<file path="config.mk">
export PLATFORM = sky130hd
export DESIGN_NAME = uart_rx
export DESIGN_NICKNAME = d
export VERILOG_FILES = /design/src/rtl/uart_rx.sv
export SDC_FILE = /design/constraint.sdc
export NUM_CORES = 1
export LEC_CHECK = 0
export ABC_AREA = 0
export CAP_MARGIN = 20
export CELL_PAD_IN_SITES_DETAIL_PLACEMENT = 0
export CELL_PAD_IN_SITES_GLOBAL_PLACEMENT = 1
export CORE_MARGIN = 1.5
export CORE_UTILIZATION = 29
export CTS_BUF_LIST = sky130_fd_sc_hd__clkbuf_8 sky130_fd_sc_hd__clkbuf_16
export DETAILED_ROUTE_END_ITERATION = 16
export PLACE_DENSITY_LB_ADDON = 0.1
export SETUP_SLACK_MARGIN = 0.5
export SLEW_MARGIN = 0
export SYNTH_ARGS = -nofsm -noshare
export SYNTH_HDL_FRONTEND = slang
export SYNTH_SLANG_ARGS = --single-unit
</file>
<file path="constraint.sdc">
create_clock -name clk -period 1.9 [get_ports clk]
set_input_delay 0.38 -clock clk [delete_from_list [all_inputs] [get_ports clk]]
set_output_delay 0.38 -clock clk [all_outputs]
set_load 0.01 [all_outputs]
</file>
<file path="src/rtl/uart_rx.sv">
// uart_rx: 8N1 serial receiver, oversampled by OVERSAMPLE rx_en ticks per bit.
// Latency: 2-clk input synchronizer; rx_valid/rx_frame_err 1 clk after the stop-bit sampling tick.
// Backpressure: none; the consumer must take rx_data within one frame. Optional UART_RX_MAJORITY_EN.
module uart_rx #(
  parameter int OVERSAMPLE = 16
) (
  input  logic       clk,
  input  logic       rst,
  input  logic       rx_en,
  input  logic       RxD,
  output logic [7:0] rx_data,
  output logic       rx_valid,
  output logic       rx_frame_err,
  output logic       rx_busy
);

  localparam int TW = $clog2(OVERSAMPLE);
  localparam logic [TW-1:0] HALF_M1 = TW'(OVERSAMPLE / 2 - 1);
  localparam logic [TW-1:0] FULL_M1 = TW'(OVERSAMPLE - 1);

  typedef enum logic [2:0] {
    S_IDLE  = 3'd0,
    S_START = 3'd1,
    S_DATA  = 3'd2,
    S_STOP  = 3'd3,
    S_WAIT  = 3'd4
  } state_t;

  state_t        state_q, state_d;
  logic [TW-1:0] tcnt_q, tcnt_d;
  logic [2:0]    bcnt_q, bcnt_d;
  logic [7:0]    sr_q, sr_d;
  logic [7:0]    data_q, data_d;
  logic          valid_q, valid_d;
  logic          ferr_q, ferr_d;
  logic [1:0]    sync_q;
  logic          rxd_s;
  logic          rx_bit;

  // Two-flop synchronizer; resets to the idle (high) line level.
  always_ff @(posedge clk or posedge rst) begin
    if (rst) sync_q <= 2'b11;
    else     sync_q <= {sync_q[0], RxD};
  end
  assign rxd_s = sync_q[1];

`ifdef UART_RX_MAJORITY_EN
  logic [1:0] hist_q;

  // Samples from the two previous ticks; with the current one they form a 3-sample vote.
  always_ff @(posedge clk or posedge rst) begin
    if (rst)        hist_q <= 2'b11;
    else if (rx_en) hist_q <= {hist_q[0], rxd_s};
  end
  assign rx_bit = (rxd_s & hist_q[0]) | (rxd_s & hist_q[1]) | (hist_q[0] & hist_q[1]);
`else
  assign rx_bit = rxd_s;
`endif

  // State and datapath registers.
  always_ff @(posedge clk or posedge rst) begin
    if (rst) begin
      state_q <= S_IDLE;
      tcnt_q  <= '0;
      bcnt_q  <= '0;
      sr_q    <= '0;
      data_q  <= '0;
      valid_q <= 1'b0;
      ferr_q  <= 1'b0;
    end else begin
      state_q <= state_d;
      tcnt_q  <= tcnt_d;
      bcnt_q  <= bcnt_d;
      sr_q    <= sr_d;
      data_q  <= data_d;
      valid_q <= valid_d;
      ferr_q  <= ferr_d;
    end
  end

  // Next-state logic: tick counting, bit sampling at mid-bit and frame checking.
  always_comb begin
    state_d = state_q;
    tcnt_d  = tcnt_q;
    bcnt_d  = bcnt_q;
    sr_d    = sr_q;
    data_d  = data_q;
    valid_d = 1'b0;
    ferr_d  = 1'b0;
    case (state_q)
      S_IDLE: begin
        if (rx_en && !rxd_s) begin
          tcnt_d  = '0;
          state_d = S_START;
        end
      end
      S_START: begin
        if (rx_en) begin
          if (tcnt_q == HALF_M1) begin
            if (rx_bit) begin
              state_d = S_IDLE;          // glitch, not a real start bit
            end else begin
              tcnt_d  = '0;
              bcnt_d  = '0;
              state_d = S_DATA;
            end
          end else begin
            tcnt_d = tcnt_q + TW'(1);
          end
        end
      end
      S_DATA: begin
        if (rx_en) begin
          if (tcnt_q == FULL_M1) begin
            sr_d   = {rx_bit, sr_q[7:1]};
            tcnt_d = '0;
            bcnt_d = bcnt_q + 3'd1;
            if (bcnt_q == 3'd7) state_d = S_STOP;
          end else begin
            tcnt_d = tcnt_q + TW'(1);
          end
        end
      end
      S_STOP: begin
        if (rx_en) begin
          if (tcnt_q == FULL_M1) begin
            tcnt_d = '0;
            if (rx_bit) begin
              data_d  = sr_q;
              valid_d = 1'b1;
              state_d = S_IDLE;
            end else begin
              ferr_d  = 1'b1;
              state_d = S_WAIT;          // hold off until the line recovers from a break
            end
          end else begin
            tcnt_d = tcnt_q + TW'(1);
          end
        end
      end
      S_WAIT: begin
        if (rx_en && rxd_s) state_d = S_IDLE;
      end
      default: state_d = S_IDLE;
    endcase
  end

  assign rx_data      = data_q;
  assign rx_valid     = valid_q;
  assign rx_frame_err = ferr_q;
  assign rx_busy      = (state_q != S_IDLE);

endmodule

</file>
==> metrics.md, run 1 <==
| Metric | Value |
|---|---|
| Cell area power density | `slightly above 800 nW/um^2` |
| Setup CP Type | `flip-flop to flip-flop` |
| Leakage | `slightly above 1 nW` |
| Clock transition at path regs | `about 0.07 ns` |
| CTS Hold Buffers Added | `0` |
| FFs w/ async S/R, synth | `100.0%` |
| Slowest CP cell | `dfrtp_1` |
| Worst-path cell chain | `buf_6, nand2b_4, nor3_4, and3_4, clkbuf_16, mux2_4` |
| DR WL/cell | `between 10 and 15 um` |
| Final ANT Viol Nets | `0` |
| Slew @ Worst Pin | `roughly 0.40 ns` |
| Drt pass-1 iters | `4` |
| Total track usage | `between 10% and 20%` |
| Arrival time worst endpoint | `between 1.5 and 2 ns` |
| Via count | `between 900 and 1k` |
| DRT iter0 DRCs | `between 40 and 50` |
| RD Place Congestion | `0.6833` |
| Maximum vdd drop | `570.6 uV` |
| GRT overflow | `0` |
| Crit. End Element | `flip-flop` |
| Synth Instances | `~110` |
| Seq cells post-synth | `30` |
| Post-synth EDFFs | `0` |
| Synthesized area per cell | `about 13 um^2` |
| Root buf cell | `clkbuf_8` |
| Die H | `about 71 um` |
| Num CTS Buffers | `5` |
| Most used DFF post-synth | `dfrtp_1` |
| Utilization after layout | `48.19%` |
| HP Start | `sync_q[0]` |
| Max-slew headroom | `about three quarters` |
| Layout cells sized above 1 | `between 50% and 60%` |
| Yosys warning total | `0` |
| Critical Path Source | `state_q[2]` |
| Max_cap viols | `0` |
| Max Slew Vio Count | `0` |
| Netlist cell types | `37` |
| CTS Sinks | `30` |
| # rows | `24` |
| Synth area leaders | `dfrtp_1, mux2_2, mux2_1, dfstp_2, ha_1` |
| Via-per-instance ratio | `4.643` |
| Crit start category | `flip-flop` |
| CTS tree | `done` |
| Initial core utilization | `between 30% and 40%` |
| Largest net degree at the start of global routing | `31` |
| WL final | `around 3.0 mm` |
| Status | `completed` |
| Placeable Area | `4414 um^2` |
| Mapped Nets | `around 110` |
| Sequential-to-total area share from yosys stat | `55.54%` |
| Initial antenna violation count | `0` |
| CTS Buffer Depth | `2` |
| Yosys top cell by area | `dfrtp_1` |
| Nets | `between 150 and 200` |
| Fin crit period | `between 1.5 and 2 ns` |
| ANT cells | `0` |
| DRC Markers | `0` |
| Vias in the first global route | `around 950` |
| Worst r2r src | `state_q[2]` |
| Hold WS | `0.3551 ns` |
| Area Growth Syn to Fin | `56.83%` |
| # IOs | `15` |
| Die X | `just over 70 um` |
| PortBufs | `14` |
| Setup Skew | `between 0.01 and 0.015 ns` |
| Fmax | `about 600 MHz` |
| Later-pin clock latency in the skew report | `0.28 ns` |
| First-pass GRT wire length | `approximately 4.7 mm` |
| Mapped cell area | `roughly 1400 um^2` |
| Die Area | `around 5100 um^2` |
| Period utilization | `between 80 and 90%` |
| CP peak stage delay | `approximately 0.4 ns` |
| RSZ-0062 raised after global routing | `yes` |
| Final Hold Fails | `0` |
| CTS H-tree depth | `2` |
| Crit-path max FO | `4` |
| Post-synth top area share | `between 50% and 60%` |
| Post-DP HPWL | `between 1.5 and 2 mm` |
| Final setup fails | `0` |
| Worst Hold Class | `flip-flop to flip-flop` |
| WP data required | `between 2 and 2.5 ns` |
[through the flow]
step	setup TNS [ns]	total power, mW	cells	cell area, um^2	setup WS (ns)
2_1_floorplan	0	0.9799	105	1455	0.3610
3_3_place_gp	-0.2032	1.039	175	1709	-0.03604
3_5_place_dp	-0.3601	1.047	175	1709	-0.05899
4_1_cts	0	1.681	196	1964	0.2450
5_1_grt	0	1.845	207	2127	0.1852
6_report	0	1.738	207	2127	0.2326
[final timing paths]
kind	cells after the start	endpoint	slack (ns)
worst max-delay path	6	rx_data[4]	0.23
max in group asynchronous	3	sync_q[0]	1.08
worst max register to register	6	rx_data[4]	0.23
worst min-delay path	0	sync_q[1]	0.36
worst min register to register	0	sync_q[1]	0.36
min in group asynchronous	3	state_q[1]	0.48
[cells in the mapped netlist, drive strengths merged (3+ instances only)]
| cell | count |
|---|---|
| buf | 5 |
| dfrtp | 28 |
| ha | 3 |
| mux2 | 17 |
| nand2 | 8 |
| nor2 | 7 |
| nor4 | 4 |
| o21ai | 3 |
[cell families (layout without fill, tap and decap cells)]
group                      count (synthesis)  count (layout)  synth area share (%)
buffers and inverters                      8              58                 3.689
xor gates and xnor gates                   1               1                0.6459
AOI/OAI and AO/OA                         15              15                 9.502
muxes                                     19              19                 15.59
and+or+nand+nor                           29              29                 12.27
adders and majority gates                  3               3                 2.768
DFF                                       30              30                 55.53
[repair_timing]
item,CTS,global route
pin swaps,6,7
cloned,0,2
setup endpoints to repair,36,26
resized for setup,28,14
setup buffers,13,9
[cells in the final DEF (no fill, tap or decap), types with 2 or more instances in the layout]
cell / count
mux2i_1: 2
nand3_1: 2
dfstp_2: 2
clkbuf_16: 2
a22o_1: 2
buf_12: 3
mux2_2: 2
nand2_4: 2
nand2_1: 6
nor2_1: 5
buf_6: 5
dfrtp_1: 26
ha_1: 2
clkbuf_8: 6
dlygate4sd2_1: 11
nor4_1: 2
clkdlybuf4s50_1: 2
dfrtp_2: 2
o21ai_1: 2
buf_4: 23
a21oi_1: 2
inv_1: 3
mux2_4: 15
[layout make-up]
cell class / count / area (um^2)
sequential: 30 / 755.7
timing repair buffer: 48 / 475.5
clock inverter: 2 / 8.758
inverter: 2 / 7.507
clock buffer: 6 / 82.58
multi-input combinational: 67 / 732.0
tap: 52 / 65.06
fill: 393 / 2287
[sequential cells by signal, indices dropped and copies added (netlist names)]
name / flops
sync_q: 2
tcnt_q: 4
state_q: 3
rx_data: 8
rx_frame_err: 1
bcnt_q: 3
rx_valid: 1
sr_q: 8
[critical path, delay by kind of cell, from the launching register on]
| kind | cells | cell delay (ns) |
|---|---|---|
| flip-flops | 1 | 0.40 |
| AND/OR/NAND/NOR | 3 | 0.58 |
| buffers and inverters | 2 | 0.28 |
| multiplexers | 1 | 0.29 |
[routing by layer]
layer	wire length, um	up-vias	track usage [%]
met1	1511	470	17.64
met5	0	-	0
li1	-	472	-
met3	114	4	5.204
met2	1354	15	16.77
met4	29	0	3.774
[where the power goes]
group	leakage (nW)	switching (mW)	internal, mW	total (mW)
clock	0.0524	0.225	0.286	0.511
combinational	0.583	0.196	0.254	0.450
sequential	0.391	0.0837	0.693	0.777
total	1.03	0.505	1.23	1.74
(Power assumes the default switching activity.)
==> run 2, diff against run 1 <==
--- a/config.mk
+++ b/config.mk
@@ -7,7 +7,6 @@
 export LEC_CHECK = 0
 export ABC_AREA = 0
-export CAP_MARGIN = 20
-export CELL_PAD_IN_SITES_DETAIL_PLACEMENT = 0
-export CELL_PAD_IN_SITES_GLOBAL_PLACEMENT = 1
+export CELL_PAD_IN_SITES_DETAIL_PLACEMENT = 2
+export CELL_PAD_IN_SITES_GLOBAL_PLACEMENT = 2
 export CORE_MARGIN = 1.5
 export CORE_UTILIZATION = 29
==> constraint.sdc (replaced) <==
create_clock -name clk -period 1.9 [get_ports clk]
set_input_delay 0.38 -clock clk [delete_from_list [all_inputs] [get_ports clk]]
set_output_delay 0.38 -clock clk [all_outputs]
set_load 0.005 [all_outputs]
==> metrics.md, run 2 (same netlist as run 1, synthesis figures left out) <==
| Metric | Value |
|---|---|
| Status | `completed (unchanged)` |
| Layout cells sized above 1 | `53.16% (was 52.26%)` |
| Crit. End Element | `flip-flop (unchanged)` |
| Num CTS Buffers | `5 (unchanged)` |
| Crit-path max FO | `9 (was 4)` |
| Multi-input logic area | `728.2 um^2 (was 732.0 um^2)` |
| Tot Pwr | `1.972 mW (was 1.738 mW)` |
| Placed instance count | `175 (unchanged)` |
| Final ANT Viol Nets | `0 (unchanged)` |
| CTS Hold Buffers Added | `0 (unchanged)` |
| Via count | `1,068 (was 961)` |
| Total track usage | `16.23% (was 12.28%)` |
| Arrival time worst endpoint | `1.84 ns (was 1.83 ns)` |
| Sequential cell area | `755.7 um^2 (unchanged)` |
| # rows | `24 (unchanged)` |
| CTS Buffer Depth | `2 (unchanged)` |
| Cell area power density | `912.1 nW/um^2 (was 817.2 nW/um^2)` |
| Fmax | `596.3 MHz (was 599.7 MHz)` |
| Area Growth Syn to Fin | `59.41% (was 56.83%)` |
| Largest net degree at the start of global routing | `31 (unchanged)` |
| Worst-path cell chain | `nand2_4, nor3_4, and3_4, buf_12, mux2_1 (was buf_6, nand2b_4, nor3_4, and3_4, clkbuf_16, mux2_4)` |
| Nets | `165 (was 161)` |
| Die X | `71.39 um (unchanged)` |
| ANT cells | `0 (unchanged)` |
| Worst r2r src | `tcnt_q[3] (was state_q[2])` |
| Initial core utilization | `30.73% (unchanged)` |
| Die Area | `5096 um^2 (unchanged)` |
| Area after DPL | `1697 um^2 (was 1709 um^2)` |
| Die H | `71.39 um (unchanged)` |
| Period utilization | `88.27% (was 87.76%)` |
| Worst Hold Class | `flip-flop to flip-flop (unchanged)` |
| Utilization after layout | `48.98% (was 48.19%)` |
| CTS Sinks | `30 (unchanged)` |
| Placeable Area | `4414 um^2 (unchanged)` |
| Vias in the first global route | `1,210 (was 952)` |
| Max Slew Vio Count | `0 (unchanged)` |
| Leading cell type in the layout, fill and taps excluded | `dfrtp_1 (unchanged)` |
| Setup Skew | `0.005561 ns (was 0.01118 ns)` |
| WP data required | `2.06 ns (about the same)` |
| Hold WS | `0.3561 ns (was 0.3551 ns)` |
| Max_cap viols | `0 (unchanged)` |
| Max-slew headroom | `73.15% (was 73.56%)` |
| Final instance area | `2162 um^2 (was 2127 um^2)` |
| Maximum vdd drop | `555.1 uV (was 570.6 uV)` |
| Leakage | `1.065 nW (was 1.026 nW)` |
| Slew @ Worst Pin | `0.4028 ns (was 0.3966 ns)` |
| Commonest cells after routing, fill and taps aside | `dfrtp_1, buf_4, mux2_4 (unchanged)` |
| WL final | `3.965 mm (was 3.010 mm)` |
| RSZ-0062 raised after global routing | `yes (unchanged)` |
| Root buf cell | `clkbuf_8 (unchanged)` |
| CP peak stage delay | `0.53 ns (was 0.40 ns)` |
| CTS H-tree depth | `2 (unchanged)` |
| Non-Filler Instances | `210 (was 207)` |
| Setup CP Type | `flip-flop to flip-flop (unchanged)` |
| Critical Path Source | `tcnt_q[3] (was state_q[2])` |
| Slowest CP cell | `dfrtp_2 (was dfrtp_1)` |
| Final setup fails | `0 (unchanged)` |
| Final Hold Fails | `0 (unchanged)` |
| First-pass GRT wire length | `6.361 mm (was 4.705 mm)` |
| RD Place Congestion | `0.6486 (was 0.6833)` |
| # IOs | `15 (unchanged)` |
| Drt pass-1 iters | `4 (unchanged)` |
| DRC Markers | `0 (unchanged)` |
| Initial antenna violation count | `0 (unchanged)` |
| CTS tree | `done (unchanged)` |
| DR WL/cell | `18.88 um (was 14.54 um)` |
| Via-per-instance ratio | `5.086 (was 4.643)` |
| Later-pin clock latency in the skew report | `0.27 ns (was 0.28 ns)` |
| DRT iter0 DRCs | `37 (was 48)` |
| Clock transition at path regs | `0.07 ns (about the same)` |
| Fin crit period | `1.677 ns (was 1.667 ns)` |
| Crit start category | `flip-flop (unchanged)` |
| PortBufs | `14 (unchanged)` |
| GRT overflow | `0 (unchanged)` |
| Post-DP HPWL | `1.978 mm (was 1.711 mm)` |
| HP Start | `sync_q[0] (unchanged)` |
| Number of fill cells | `440 (was 393)` |
run 2: cell types whose count changed in the layout (fill, tap and decap cells not counted), moves of 2 or more:
cell	previous run	this run
buf_6	5	9
buf_12	3	1
buf_4	23	25
clkbuf_16	2	0
run 2: timing repair:
action / in CTS / in global routing
gates cloned: 1 / 0
endpoints found under the setup margin: 38 / 26
gates resized for setup: 34 / 13
pin swaps: 7 / 10
buffers inserted: 15 / 12
run 2: critical path, delay by kind of cell (launching register included):
| family | cells | cell delay [ns] |
|---|---|---|
| buf+inv | 1 | 0.14 |
| flops | 1 | 0.53 |
| simple gates | 3 | 0.58 |
| mux | 1 | 0.31 |
run 2: layout make-up:
| cell class | instances | area share [%] |
|---|---|---|
| sequential | 30 | 34.95 |
| inverter | 2 | 0.3472 |
| multi-input combinational | 67 | 33.68 |
| clock buffer | 6 | 3.819 |
| timing repair buffer | 52 | 22.80 |
| clock inverter | 1 | 1.389 |
| tap | 52 | 3.009 |
run 2: path summary, 6_finish.rpt:
path	slack [ns]	cells after the start	to
max	0.22	5	rx_data[7]
min	0.36	0	sync_q[1]
max reg2reg	0.22	5	rx_data[7]
min reg2reg	0.36	0	sync_q[1]
max in group asynchronous	1.06	3	sync_q[0]
min in group asynchronous	0.50	3	rx_data[0]
run 2: power by group:
| part | switching [mW] | total (mW) | leakage (nW) | internal [mW] |
|---|---|---|---|---|
| logic | 0.231 | 0.529 | 0.617 | 0.297 |
| clock network | 0.236 | 0.655 | 0.0573 | 0.419 |
| registers | 0.0959 | 0.789 | 0.391 | 0.693 |
run 2: through the flow:
step                      worst slack (ns)  TNS (ns)
after CTS                           0.2490         0
after detailed placement          -0.06925   -0.4401
final                               0.2229         0
after global placement            -0.03907   -0.2176
after global routing                0.1824         0
after floorplan                     0.3610         0
run 2: routing by layer:
layer  global-route usage (%)  part of all wire (%)  vias to the layer above
li1                         -                     -                      479
met1                    20.88                    41                      558
met2                    27.06                    54                       23
met3                    4.219                   3.5                        8
met4                    4.612                   1.8                        0
met5                        0                     0                        -
==> run 3, diff against run 2 <==
- CORE_UTILIZATION: 29 -> 26
==> metrics.md, run 3 (same netlist as run 1, synthesis figures left out) <==
| Metric | Value |
|---|---|
| Status | `completed (unchanged)` |
| Post-DP HPWL | `2.112 mm (was 1.978 mm)` |
| # rows | `26 (was 24)` |
| Clock transition at path regs | `0.07 ns (about the same)` |
| CP most frequent cell | `buf_6` |
| Commonest cells after routing, fill and taps aside | `dfrtp_1, buf_4, mux2_4 (unchanged)` |
| Grt met1 use | `17.21% (was 20.88%)` |
| Gate power share | `23.5% (was 26.8%)` |
| Sw Share | `30.28% (was 28.55%)` |
| Vias in the first global route | `1,113 (was 1,210)` |
| Drt pass-1 iters | `3 (was 4)` |
| Period utilization | `85.88% (was 88.27%)` |
| Int Pwr | `1.202 mW (was 1.409 mW)` |
| Placeable Area | `5075 um^2 (was 4414 um^2)` |
| Maximum vdd drop | `573.8 uV (was 555.1 uV)` |
| Crit-path max FO | `5 (was 9)` |
| Via-per-instance ratio | `4.493 (was 5.086)` |
| Layout cells sized above 1 | `51.61% (was 53.16%)` |
| PortBufs | `14 (unchanged)` |
| RSZ-0062 raised after global routing | `yes (unchanged)` |
| Worst Hold Class | `flip-flop to flip-flop (unchanged)` |
| WL final | `3.507 mm (was 3.965 mm)` |
| First-pass GRT wire length | `5.554 mm (was 6.361 mm)` |
| CTS Buffer Depth | `2 (unchanged)` |
| Switching power | `0.5222 mW (was 0.5631 mW)` |
| Crit-path leading delay family | `simple AND/OR/NAND/NOR gates (unchanged)` |
| Num CTS Buffers | `5 (unchanged)` |
| Final setup fails | `0 (unchanged)` |
| ANT cells | `0 (unchanged)` |
| Later-pin clock latency in the skew report | `0.28 ns (was 0.27 ns)` |
| Post-place setup slack | `-0.06571 ns (was -0.06925 ns)` |
| Final Hold Fails | `0 (unchanged)` |
| Max_cap viols | `0 (unchanged)` |
| Fmax | `612.8 MHz (was 596.3 MHz)` |
| Die X | `75.23 um (was 71.39 um)` |
| Setup TNS | `0 ns (unchanged)` |
| Slew @ Worst Pin | `0.4701 ns (was 0.4028 ns)` |
| GR peak layer | `met2 (unchanged)` |
| Met2 Track Usage GR | `23.11% (was 27.06%)` |
| Crit. End Element | `flip-flop (unchanged)` |
| Via count | `1,011 (was 1,068)` |
| Clock network fraction of total power | `31.8% (was 33.2%)` |
| Cell area power density | `814.4 nW/um^2 (was 912.1 nW/um^2)` |
| DRC Markers | `0 (unchanged)` |
| Fin crit period | `1.632 ns (was 1.677 ns)` |
| CTS Hold Buffers Added | `0 (unchanged)` |
| Final worst slack | `0.2682 ns (was 0.2229 ns)` |
| CTS Sinks | `30 (unchanged)` |
| RD Place Congestion | `0.7986 (was 0.6486)` |
| Max Slew Vio Count | `0 (unchanged)` |
| # IOs | `15 (unchanged)` |
| Leakage | `1.019 nW (was 1.065 nW)` |
| GRT overflow | `0 (unchanged)` |
| Total track usage | `13.69% (was 16.23%)` |
| Routing usage on met3 | `3.614% (was 4.219%)` |
| DR WL/cell | `15.59 um (was 18.88 um)` |
| CTS H-tree depth | `2 (unchanged)` |
| Initial antenna violation count | `0 (unchanged)` |
| Slowest CP cell | `dfrtp_1 (was dfrtp_2)` |
| Part of the power in registers | `44.7% (was 40.0%)` |
| CTS tree | `done (unchanged)` |
| Final ANT Viol Nets | `0 (unchanged)` |
| Largest net degree at the start of global routing | `22 (was 31)` |
| Root buf cell | `clkbuf_8 (unchanged)` |
| CP peak stage delay | `0.39 ns (was 0.53 ns)` |
| Number of fill cells | `519 (was 440)` |
| Nets | `161 (was 165)` |
| Area Growth Syn to Fin | `56.09% (was 59.41%)` |
| Setup Skew | `0.009951 ns (was 0.005561 ns)` |
| Leading cell type in the layout, fill and taps excluded | `dfrtp_1 (unchanged)` |
| Worst-path cell chain | `buf_6, nand2b_4, nor3_4, and3_4, buf_6, mux2_4 (was nand2_4, nor3_4, and3_4, buf_12, mux2_1)` |
| Crit start category | `flip-flop (unchanged)` |
| DRT iter0 DRCs | `36 (was 37)` |
| Setup CP Type | `flip-flop to flip-flop (unchanged)` |
| Max-slew headroom | `68.62% (was 73.15%)` |
| Die H | `75.23 um (was 71.39 um)` |
| WP data required | `2.07 ns (was 2.06 ns)` |
| CP bufs+invs | `2 (was 1)` |
| Arrival time worst endpoint | `1.80 ns (was 1.84 ns)` |
| Initial core utilization | `26.73% (was 30.73%)` |
| Die Area | `5659 um^2 (was 5096 um^2)` |
[run 3: cell types whose count changed in the layout (fill, tap and decap cells not counted), sizes merged]
cell / before / now
buf: 37 / 33
bufinv: 1 / 0
bufbuf: 1 / 0
clkinv: 0 / 1
clkinvlp: 0 / 1
clkbuf: 7 / 8
[run 3: path summary, 6_finish.rpt]
| path | from | endpoint | slack [ns] | depth (start not counted) |
|---|---|---|---|---|
| setup / recovery | state_q[2] | rx_data[3] | 0.27 | 6 |
| hold / removal | sync_q[0] | sync_q[1] | 0.36 | 0 |
| setup reg to reg | state_q[2] | rx_data[3] | 0.27 | 6 |
| hold reg to reg | sync_q[0] | sync_q[1] | 0.36 | 0 |
| max in group asynchronous | rst | sr_q[7] | 1.01 | 3 |
| min in group asynchronous | rst | tcnt_q[2] | 0.42 | 2 |
[run 3: power by group through the flow]
stage,Combinational (mW),Clock (mW),Sequential [mW]
floorplan,0.224,0,0.756
global placement,0.269,0,0.777
detailed placement,0.279,0,0.779
CTS,0.386,0.565,0.768
global route,0.442,0.591,0.780
finish,0.404,0.549,0.771
[run 3: worst register-to-register path, cell delays in order, from the launching register on]
cell and delay, ns:
dfrtp_1 0.39, buf_6 0.12, nand2b_4 0.16, nor3_4 0.20, and3_4 0.22, buf_6 0.13
mux2_4 0.30
[run 3: area by class of cell]
cell class,count,area [um^2],area share (%)
clock buffer,6,82.58,3.901
sequential,30,755.7,35.70
multi-input combinational,67,714.4,33.75
timing repair buffer,48,456.7,21.57
tap,70,87.58,4.137
clock inverter,2,12.51,0.5910
inverter,2,7.507,0.3546
[run 3: timing repair]
| item | CTS | global route |
|---|---|---|
| cloned | 1 | 0 |
| endpoints found under the hold margin | 0 | 0 |
| buffers inserted | 16 | 7 |
| endpoints found under the setup margin | 36 | 27 |
| resized for setup | 30 | 13 |
| pin swaps | 5 | 8 |
[run 3: stage by stage]
step | utilization, % | cells | power [mW] | hold slack, ns | instance area [um^2]
after floorplan | - | 105 | 0.9794 | 0.3452 | 1455
after global placement | 34.12 | 193 | 1.046 | 0.3461 | 1732
after detailed placement | 34.12 | 193 | 1.058 | 0.3507 | 1732
after CTS | 40.11 | 218 | 1.718 | 0.3601 | 2036
after global routing | 41.72 | 225 | 1.814 | 0.3681 | 2117
final | 41.72 | 225 | 1.724 | 0.3570 | 2117
[run 3: metal layers]
layer	wire length, um	share of wire [%]	vias to the layer above
met2	1808	52	12
met1	1567	45	522
met4	37	1.1	0
li1	-	-	472
met3	94	2.7	5
met5	0	0	-
